File: config.mk
export PLATFORM = sky130hd
export DESIGN_NAME = alu_cmd_dispatcher
export DESIGN_NICKNAME = d
export VERILOG_FILES = /design/src/rtl/alu_cmd_dispatcher.sv
export SDC_FILE = /design/constraint.sdc
export NUM_CORES = 1
export LEC_CHECK = 0
export ABC_CLOCK_PERIOD_IN_PS = 3800
export CORE_ASPECT_RATIO = 0.7
export CORE_UTILIZATION = 30
export DETAILED_ROUTE_END_ITERATION = 8
export GPL_ROUTABILITY_DRIVEN = 0
export SYNTH_ARGS = -nofsm -noshare
export SYNTH_HDL_FRONTEND = slang
export SYNTH_SLANG_ARGS = --single-unit
File: constraint.sdc
create_clock -name clk -period 3.8 [get_ports clk]
set_input_delay 1.14 -clock clk [delete_from_list [all_inputs] [get_ports clk]]
set_output_delay 1.14 -clock clk [all_outputs]
set_load 0.005 [all_outputs]
File: src/rtl/alu_cmd_dispatcher.sv
// Command FIFO plus single-outstanding issue FSM in front of the cascaded ALU.
// Commands issue in acceptance order. Each one finishes on end_op or on timeout and returns one tagged response.
module alu_cmd_dispatcher #(
    parameter int DATA_WIDTH   = 8,
    parameter int RESULT_WIDTH = 16,
    parameter int DEPTH        = 4,
    parameter int TIMEOUT      = 64
) (
    input  logic                         clk,
    input  logic                         rst,
    input  logic                         cmd_valid,
    output logic                         cmd_ready,
    input  logic [DATA_WIDTH-1:0]        cmd_a,
    input  logic [DATA_WIDTH-1:0]        cmd_b,
    input  logic [2:0]                   cmd_op,
    output logic                         start_op,
    output logic [DATA_WIDTH-1:0]        A,
    output logic [DATA_WIDTH-1:0]        B,
    output logic [2:0]                   op_sel,
    input  logic [RESULT_WIDTH-1:0]      result,
    input  logic                         end_op,
    output logic                         rsp_valid,
    input  logic                         rsp_ready,
    output logic [RESULT_WIDTH-1:0]      rsp_result,
    output logic [2:0]                   rsp_op,
    output logic                         rsp_timeout,
    output logic [$clog2(DEPTH+1)-1:0]   fifo_count,
    output logic                         spurious_end
);

    localparam int AW = $clog2(DEPTH);
    localparam int CW = $clog2(DEPTH+1);
    localparam int TW = $clog2(TIMEOUT);
    localparam int EW = 2*DATA_WIDTH + 3;
    localparam logic [CW-1:0] FULL    = CW'(DEPTH);
    localparam logic [TW-1:0] TO_LAST = TW'(TIMEOUT-2);

    typedef enum logic [1:0] {ST_IDLE, ST_ISSUE, ST_RESP} state_t;

    state_t                  r_state;
    logic [EW-1:0]           r_mem [DEPTH];
    logic [AW-1:0]           r_wr_ptr;
    logic [AW-1:0]           r_rd_ptr;
    logic [CW-1:0]           r_count;
    logic [TW-1:0]           r_tcnt;
    logic                    r_start;
    logic [DATA_WIDTH-1:0]   r_a;
    logic [DATA_WIDTH-1:0]   r_b;
    logic [2:0]              r_op;
    logic                    r_rsp_valid;
    logic [RESULT_WIDTH-1:0] r_rsp_result;
    logic [2:0]              r_rsp_op;
    logic                    r_rsp_timeout;
    logic                    r_spurious;

    logic                    w_push;
    logic                    w_pop;
    logic [EW-1:0]           w_head;
    logic [DATA_WIDTH-1:0]   w_head_a;
    logic [DATA_WIDTH-1:0]   w_head_b;
    logic [2:0]              w_head_op;

    // Readiness depends only on registered occupancy, so a same-cycle pop never frees a slot.
    assign cmd_ready = (r_count < FULL) && !rst;
    assign w_push    = cmd_valid && cmd_ready;
    assign w_pop     = (r_state == ST_IDLE) && (r_count != '0);

    assign w_head    = r_mem[r_rd_ptr];
    assign w_head_op = w_head[EW-1 -: 3];
    assign w_head_a  = w_head[2*DATA_WIDTH-1 -: DATA_WIDTH];
    assign w_head_b  = w_head[DATA_WIDTH-1:0];

    assign start_op     = r_start;
    assign A            = r_a;
    assign B            = r_b;
    assign op_sel       = r_op;
    assign rsp_valid    = r_rsp_valid;
    assign rsp_result   = r_rsp_result;
    assign rsp_op       = r_rsp_op;
    assign rsp_timeout  = r_rsp_timeout;
    assign fifo_count   = r_count;
    assign spurious_end = r_spurious;

    always_ff @(posedge clk) begin
        if (w_push) begin
            r_mem[r_wr_ptr] <= {cmd_op, cmd_a, cmd_b};
        end
    end

    always_ff @(posedge clk or posedge rst) begin
        if (rst) begin
            r_wr_ptr <= '0;
            r_rd_ptr <= '0;
            r_count  <= '0;
        end else begin
            if (w_push) begin
                r_wr_ptr <= r_wr_ptr + AW'(1);
            end
            if (w_pop) begin
                r_rd_ptr <= r_rd_ptr + AW'(1);
            end
            case ({w_push, w_pop})
                2'b10:   r_count <= r_count + CW'(1);
                2'b01:   r_count <= r_count - CW'(1);
                default: r_count <= r_count;
            endcase
        end
    end

    always_ff @(posedge clk or posedge rst) begin
        if (rst) begin
            r_state       <= ST_IDLE;
            r_tcnt        <= '0;
            r_start       <= 1'b0;
            r_a           <= '0;
            r_b           <= '0;
            r_op          <= '0;
            r_rsp_valid   <= 1'b0;
            r_rsp_result  <= '0;
            r_rsp_op      <= '0;
            r_rsp_timeout <= 1'b0;
            r_spurious    <= 1'b0;
        end else begin
            case (r_state)
                ST_IDLE: begin
                    if (end_op) begin
                        r_spurious <= 1'b1;
                    end
                    if (w_pop) begin
                        r_a     <= w_head_a;
                        r_b     <= w_head_b;
                        r_op    <= w_head_op;
                        r_start <= 1'b1;
                        r_tcnt  <= '0;
                        r_state <= ST_ISSUE;
                    end
                end
                ST_ISSUE: begin
                    // end_op is tested first so it wins over a coincident timeout.
                    if (end_op) begin
                        r_rsp_result  <= result;
                        r_rsp_op      <= r_op;
                        r_rsp_timeout <= 1'b0;
                        r_rsp_valid   <= 1'b1;
                        r_start       <= 1'b0;
                        r_state       <= ST_RESP;
                    end else if (r_tcnt == TO_LAST) begin
                        r_rsp_result  <= '0;
                        r_rsp_op      <= r_op;
                        r_rsp_timeout <= 1'b1;
                        r_rsp_valid   <= 1'b1;
                        r_start       <= 1'b0;
                        r_state       <= ST_RESP;
                    end else begin
                        r_tcnt <= r_tcnt + TW'(1);
                    end
                end
                ST_RESP: begin
                    if (end_op) begin
                        r_spurious <= 1'b1;
                    end
                    if (rsp_ready) begin
                        r_rsp_valid <= 1'b0;
                        r_state     <= ST_IDLE;
                    end
                end
                default: r_state <= ST_IDLE;
            endcase
        end
    end

endmodule

* Yosys cells after proc, flatten, opt, wreduce, memory -nomap -nowiden *
Memory sizes are Yosys's and may differ from the RTL's. A register that Yosys moved wholly into a read port is not among the register bits.
Cells that the tools add are included.

operators by class
  eq/ne operators = 10
  muxes and demuxes = 25
  order comparisons = 1
  add/sub/neg operators = 5
  reductions and logical operators = 18

operators by type and width
  kind                 count
  $mux 16              2
  $mux 6               3
  $pmux 6 s2           1
  $mux 1               9
  $reduce_and 3->1     3
  $mux 2               4
  $ne 2x2->1 const B   4
  $reduce_bool 2->1    4
  $add 6x1->6 const B  1
  $eq 6x6->1 const B   1
  $mux 3               2
  $pmux 2 s3           1
  $pmux 3 s2           1
  $reduce_and 2->1     3
  $add 2x1->2 const B  2
  $eq 2x1->1 const B   2
  $eq 2x2->1 const B   2
  $pmux 1 s2           2
  $reduce_and 4->1     1
  $add 3x1->3 const B  1
  $logic_and 1x1->1    3
  $lt 3x3->1 const B   1
  $ne 3x3->1 const B   1
  $reduce_bool 3->1    1
  4 further kinds      4

storage, ports and cells
  memories kept = 1
  memory bits (writable) = 76
  output and inout port bits = 46
  flip-flop bits (word level) = 38

memory list
  memory  words  width  read ports  clocked after memory_dff  write ports  line  source
  r_mem   4      19     1           1                         1            41    logic [EW-1:0] r_mem [DEPTH];

* Logic depth before layout (Yosys ltp) *
  depth in word-level cells = 5
  mapped depth = 11
  gate-level depth less buffers = 9

* Worst setup path after synthesis *
OpenSTA, ideal clock, no wires.

  path type = input to register
  start = input port rst
  end = register r_count[2] (netlist: fifo_count[2])
  setup slack = 1.288 ns
  stages = 9
  library setup time = 0.125 ns
  data required time = 3.675 ns
  data arrival time = 2.387 ns
  path buffers = 0
  cells stage by stage = nor2_1 > and2_1 > inv_1 > ha_1 > inv_1 > fa_1 > xor2_1 > nor2_1 > xor2_1

on the way
  cells in the longest elaborated chain, start to end = 5
  elaborated cells on any way between the ends = 7
  those cells by class = 2 x eq/ne; 1 x mux; 4 x reduce/logical

ends and longest elaborated chain
  what                                             line  source
  start: declaration                               10    input logic rst,
  $logic_not 1->1 (no source line) *               n/a
  $logic_and 1x1->1 *                              64    assign cmd_ready = (r_count < FULL) && !rst;
  $logic_and 1x1->1 *                              65    assign w_push = cmd_valid && cmd_ready;
  $eq 2x1->1 or $eq 2x2->1 (tied branches)         102   case ({w_push, w_pop})
  $pmux 3 s2 or $reduce_bool 2->1 (tied branches)  n/a
  end signal: assignment                           103   2'b10: r_count <= r_count + CW'(1);
  end signal: assignment                           104   2'b01: r_count <= r_count - CW'(1);
  end signal: assignment                           105   default: r_count <= r_count;
  end: declaration                                 44    logic [CW-1:0] r_count;

Mark *: on every way between the ends. The rest lies on a longest branch, timed or not.
A chain may end at the register's enable or synchronous reset.

* Final worst setup path *
  start = input port rst
  end = output port cmd_ready

on the way
  cells in the longest elaborated chain, start to end = 2

ends and longest elaborated chain
  what                              line  source
  $logic_not 1->1 (no source line)  n/a
  $logic_and 1x1->1                 64
  end: declaration                  12    output logic cmd_ready,

No other way between the ends.

==> summary.txt <==
Logic synthesis
  – Distinct cells, synth: 35
  – Asr flop ratio synth: 42.9%
  – Synth warnings: 0
  – Main synth FF type: edfxtp_1
  – Sequential fraction of the synthesis area: 72.5%
  – FF+latch count, synth: 133
  – Synthesized area: 0.00511 mm^2
  – Post-Synthesis Cells: 319
  – Syn Nets: 367
  – Mean Syn Cell Area: 16.0 um^2
  – EDFF count, synth: 76

Die
  – Height of the die: 111 um
  – Initial Util: 31.0%
  – Die area: 0.0176 mm^2
  – Row cnt: 39
  – Die X: 158 um
  – Io pins: 86
  – Core ar.: 0.0165 mm^2

STA
  – Final hold violations: 0
  – Final Cycle Share: 92.4%
  – Final setup viols: 0
  – Worst Skew: 0.00630 ns
  – Hold slack: 0.474 ns
  – Tmin final: 3.51 ns
  – Slew Limit Headroom: 27.1%
  – RSZ-0062 raised after global routing: no
  – Max-slew violations: 0
  – Worst Tran Pin Value: 1.09 ns
  – Fin Setup TNS: 0 ns
  – Fmax: 0.285 GHz

Global routing
  – Largest net degree at the start of global routing: 31
  – First-pass GRT wire length: 17200 um
  – Global-route usage over all layers: 13.3%
  – Number of global-route vias before repair: 3214
  – Grt total ovfl: 0
  – Number of antenna violations at the first check in global routing: 1

Drt
  – Via count: 3013
  – Total Wirelength: 10800 um
  – Post-DR vias/cell: 4.58
  – Wirelength per Cell: 16.4 um
  – Iteration-0 DRC count of the detailed router: 138
  – DRC viols: 0
  – Drt pass-1 iters: 4
  – ANT nets after route: 0

Finish
  – Nets: 467
  – Non-Filler Instances: 658
  – Fillers: 1539
  – Area Overhead vs Synth: 34.5%
  – Share of post-route cells with drive strength above 1: 16.0%
  – Multi-input logic area: 0.00129 mm^2
  – Commonest non-fill, non-tap cell in the layout: clkdlybuf4s50_1
  – Flip-flop and latch area: 0.00371 mm^2
  – Commonest cells after routing, fill and taps aside: clkdlybuf4s50_1 (85), edfxtp_1 (76), nand2_1 (63)

Clock network
  – Total CTS buffers: 17
  – Post-CTS Setup Repair Bufs: 0
  – CTS Buffer Depth: 2
  – Total clock sinks: 133
  – CTS tree: yes
  – Root Buffer: clkbuf_16
  – Worst skew pair latency: 0.41 ns
  – Worst-path clk slew: 0.06 ns
  – Post-CTS Resized: 0
  – H-tree depth: 4
  – Hold buffer count at cts: 0

Place
  – DP HPWL: 6910 um
  – Buffers on Ports: 85
  – Cell Count Post-Placement: 625

Min path
  – Hold_sp: spurious_end
  – Hold crit path type: flip-flop to flip-flop
  – Hold EP: spurious_end
  – Worst hold path depth: 1

Setup path
  – Crit Path Max Fanout: 6
  – FF-to-FF End: fifo_count[2]
  – Worst Setup Path Type: primary input to primary output
  – Worst Reg-to-Reg Cells: 8
  – R2R Setup Slk: 1.17 ns
  – Critical Path AT: 2.37 ns
  – Reg2reg start: r_state[1]
  – CP endpoint kind: primary output
  – Required time worst endpoint: 2.66 ns
  – Worst setup SP type: primary input

Job
  – Max Cap Viol: 0

Power
  – Total power: 5490 uW
  – Power Dens Cells: 798 mW/mm^2
  – Leak pwr: 0.00271 uW
  – VDD IR max: 302 uV

Run status
  – Status: finished clean
worst max-delay path, cell delays in order:
cell and delay [ns]:
clkdlybuf4s50_1 0.43, nor2_1 0.25, clkdlybuf4s50_1 0.55
logic make-up after synthesis:
logic type / share of synthesized area [%]
XOR/XNOR: 1.03
AND/OR/NAND/NOR: 7.46
AO/OA/AOI/OAI: 5.48
buffers and inverters: 2.15
multiplexers: 9.23
flip-flops: 72.5
adder cells (fa/ha/maj): 2.10
sequential cells by signal (all words and copies together), names as in the netlist:
register      cells
A                 8
B                 8
fifo_count        3
op_sel            3
r_mem            76
r_rd_ptr          2
r_state           2
r_tcnt            6
r_wr_ptr          2
rsp_op            3
rsp_result       16
rsp_timeout       1
rsp_valid         1
spurious_end      1
start_op          1
stage by stage:
step           instance area [um^2]  worst slack [ns]  util [%]
6_report                       6870             0.288      41.7
5_1_grt                        6870             0.220      41.7
3_3_place_gp                   6260             0.288      38.0
2_1_floorplan                  5110              1.26         -
3_5_place_dp                   6260             0.277      38.0
4_1_cts                        6870             0.279      41.7
per-layer routing:
layer / wire (um) / track usage [%]
met3: 859 / 5.04
met5: 0 / 0
met1: 4940 / 17.0
met2: 4810 / 20.4
met4: 154 / 5.38
synth_stat cells (3+ instances only):
cell / n / area share (%)
a21o_1: 5 / 0.73
a21oi_1: 3 / 0.29
a22o_1: 17 / 2.9
and3_1: 4 / 0.49
buf_2: 9 / 0.88
clkbuf_1: 3 / 0.22
dfrtp_1: 57 / 28
edfxtp_1: 76 / 45
ha_1: 7 / 1.7
inv_1: 13 / 0.95
mux2_2: 3 / 0.66
mux4_2: 19 / 8.4
nand2_1: 63 / 4.6
nand3_1: 7 / 0.69
nor2_1: 3 / 0.22
o21ai_0: 4 / 0.39
xnor2_1: 4 / 0.69
worst max path at each step:
stage,startpoint,to,slack (ns),cells past startpoint
2_1_floorplan,rst,A[0],1.26,1
3_3_place_gp,rst,cmd_ready,0.29,3
3_5_place_dp,rst,cmd_ready,0.28,3
4_1_cts,rst,cmd_ready,0.28,3
5_1_grt,rst,cmd_ready,0.22,3
6_report,rst,cmd_ready,0.29,3
layout make-up:
type | count | area share, %
Antenna cell | 1 | 0.0364
Clock buffer | 17 | 6.19
Clock inverter | 15 | 2.66
Inverter | 13 | 0.710
Multi-Input combinational cell | 160 | 18.8
Sequential cell | 133 | 53.9
Tap cell | 225 | 4.10
Timing Repair Buffer | 94 | 13.5
power breakdown:
part | leakage [uW] | switching (uW) | internal (uW)
Sequential | 0.00139 | 268 | 1880
Clock | 0.000298 | 662 | 998
Combinational | 0.00102 | 747 | 931
Power figures use the tool's default switching activity.
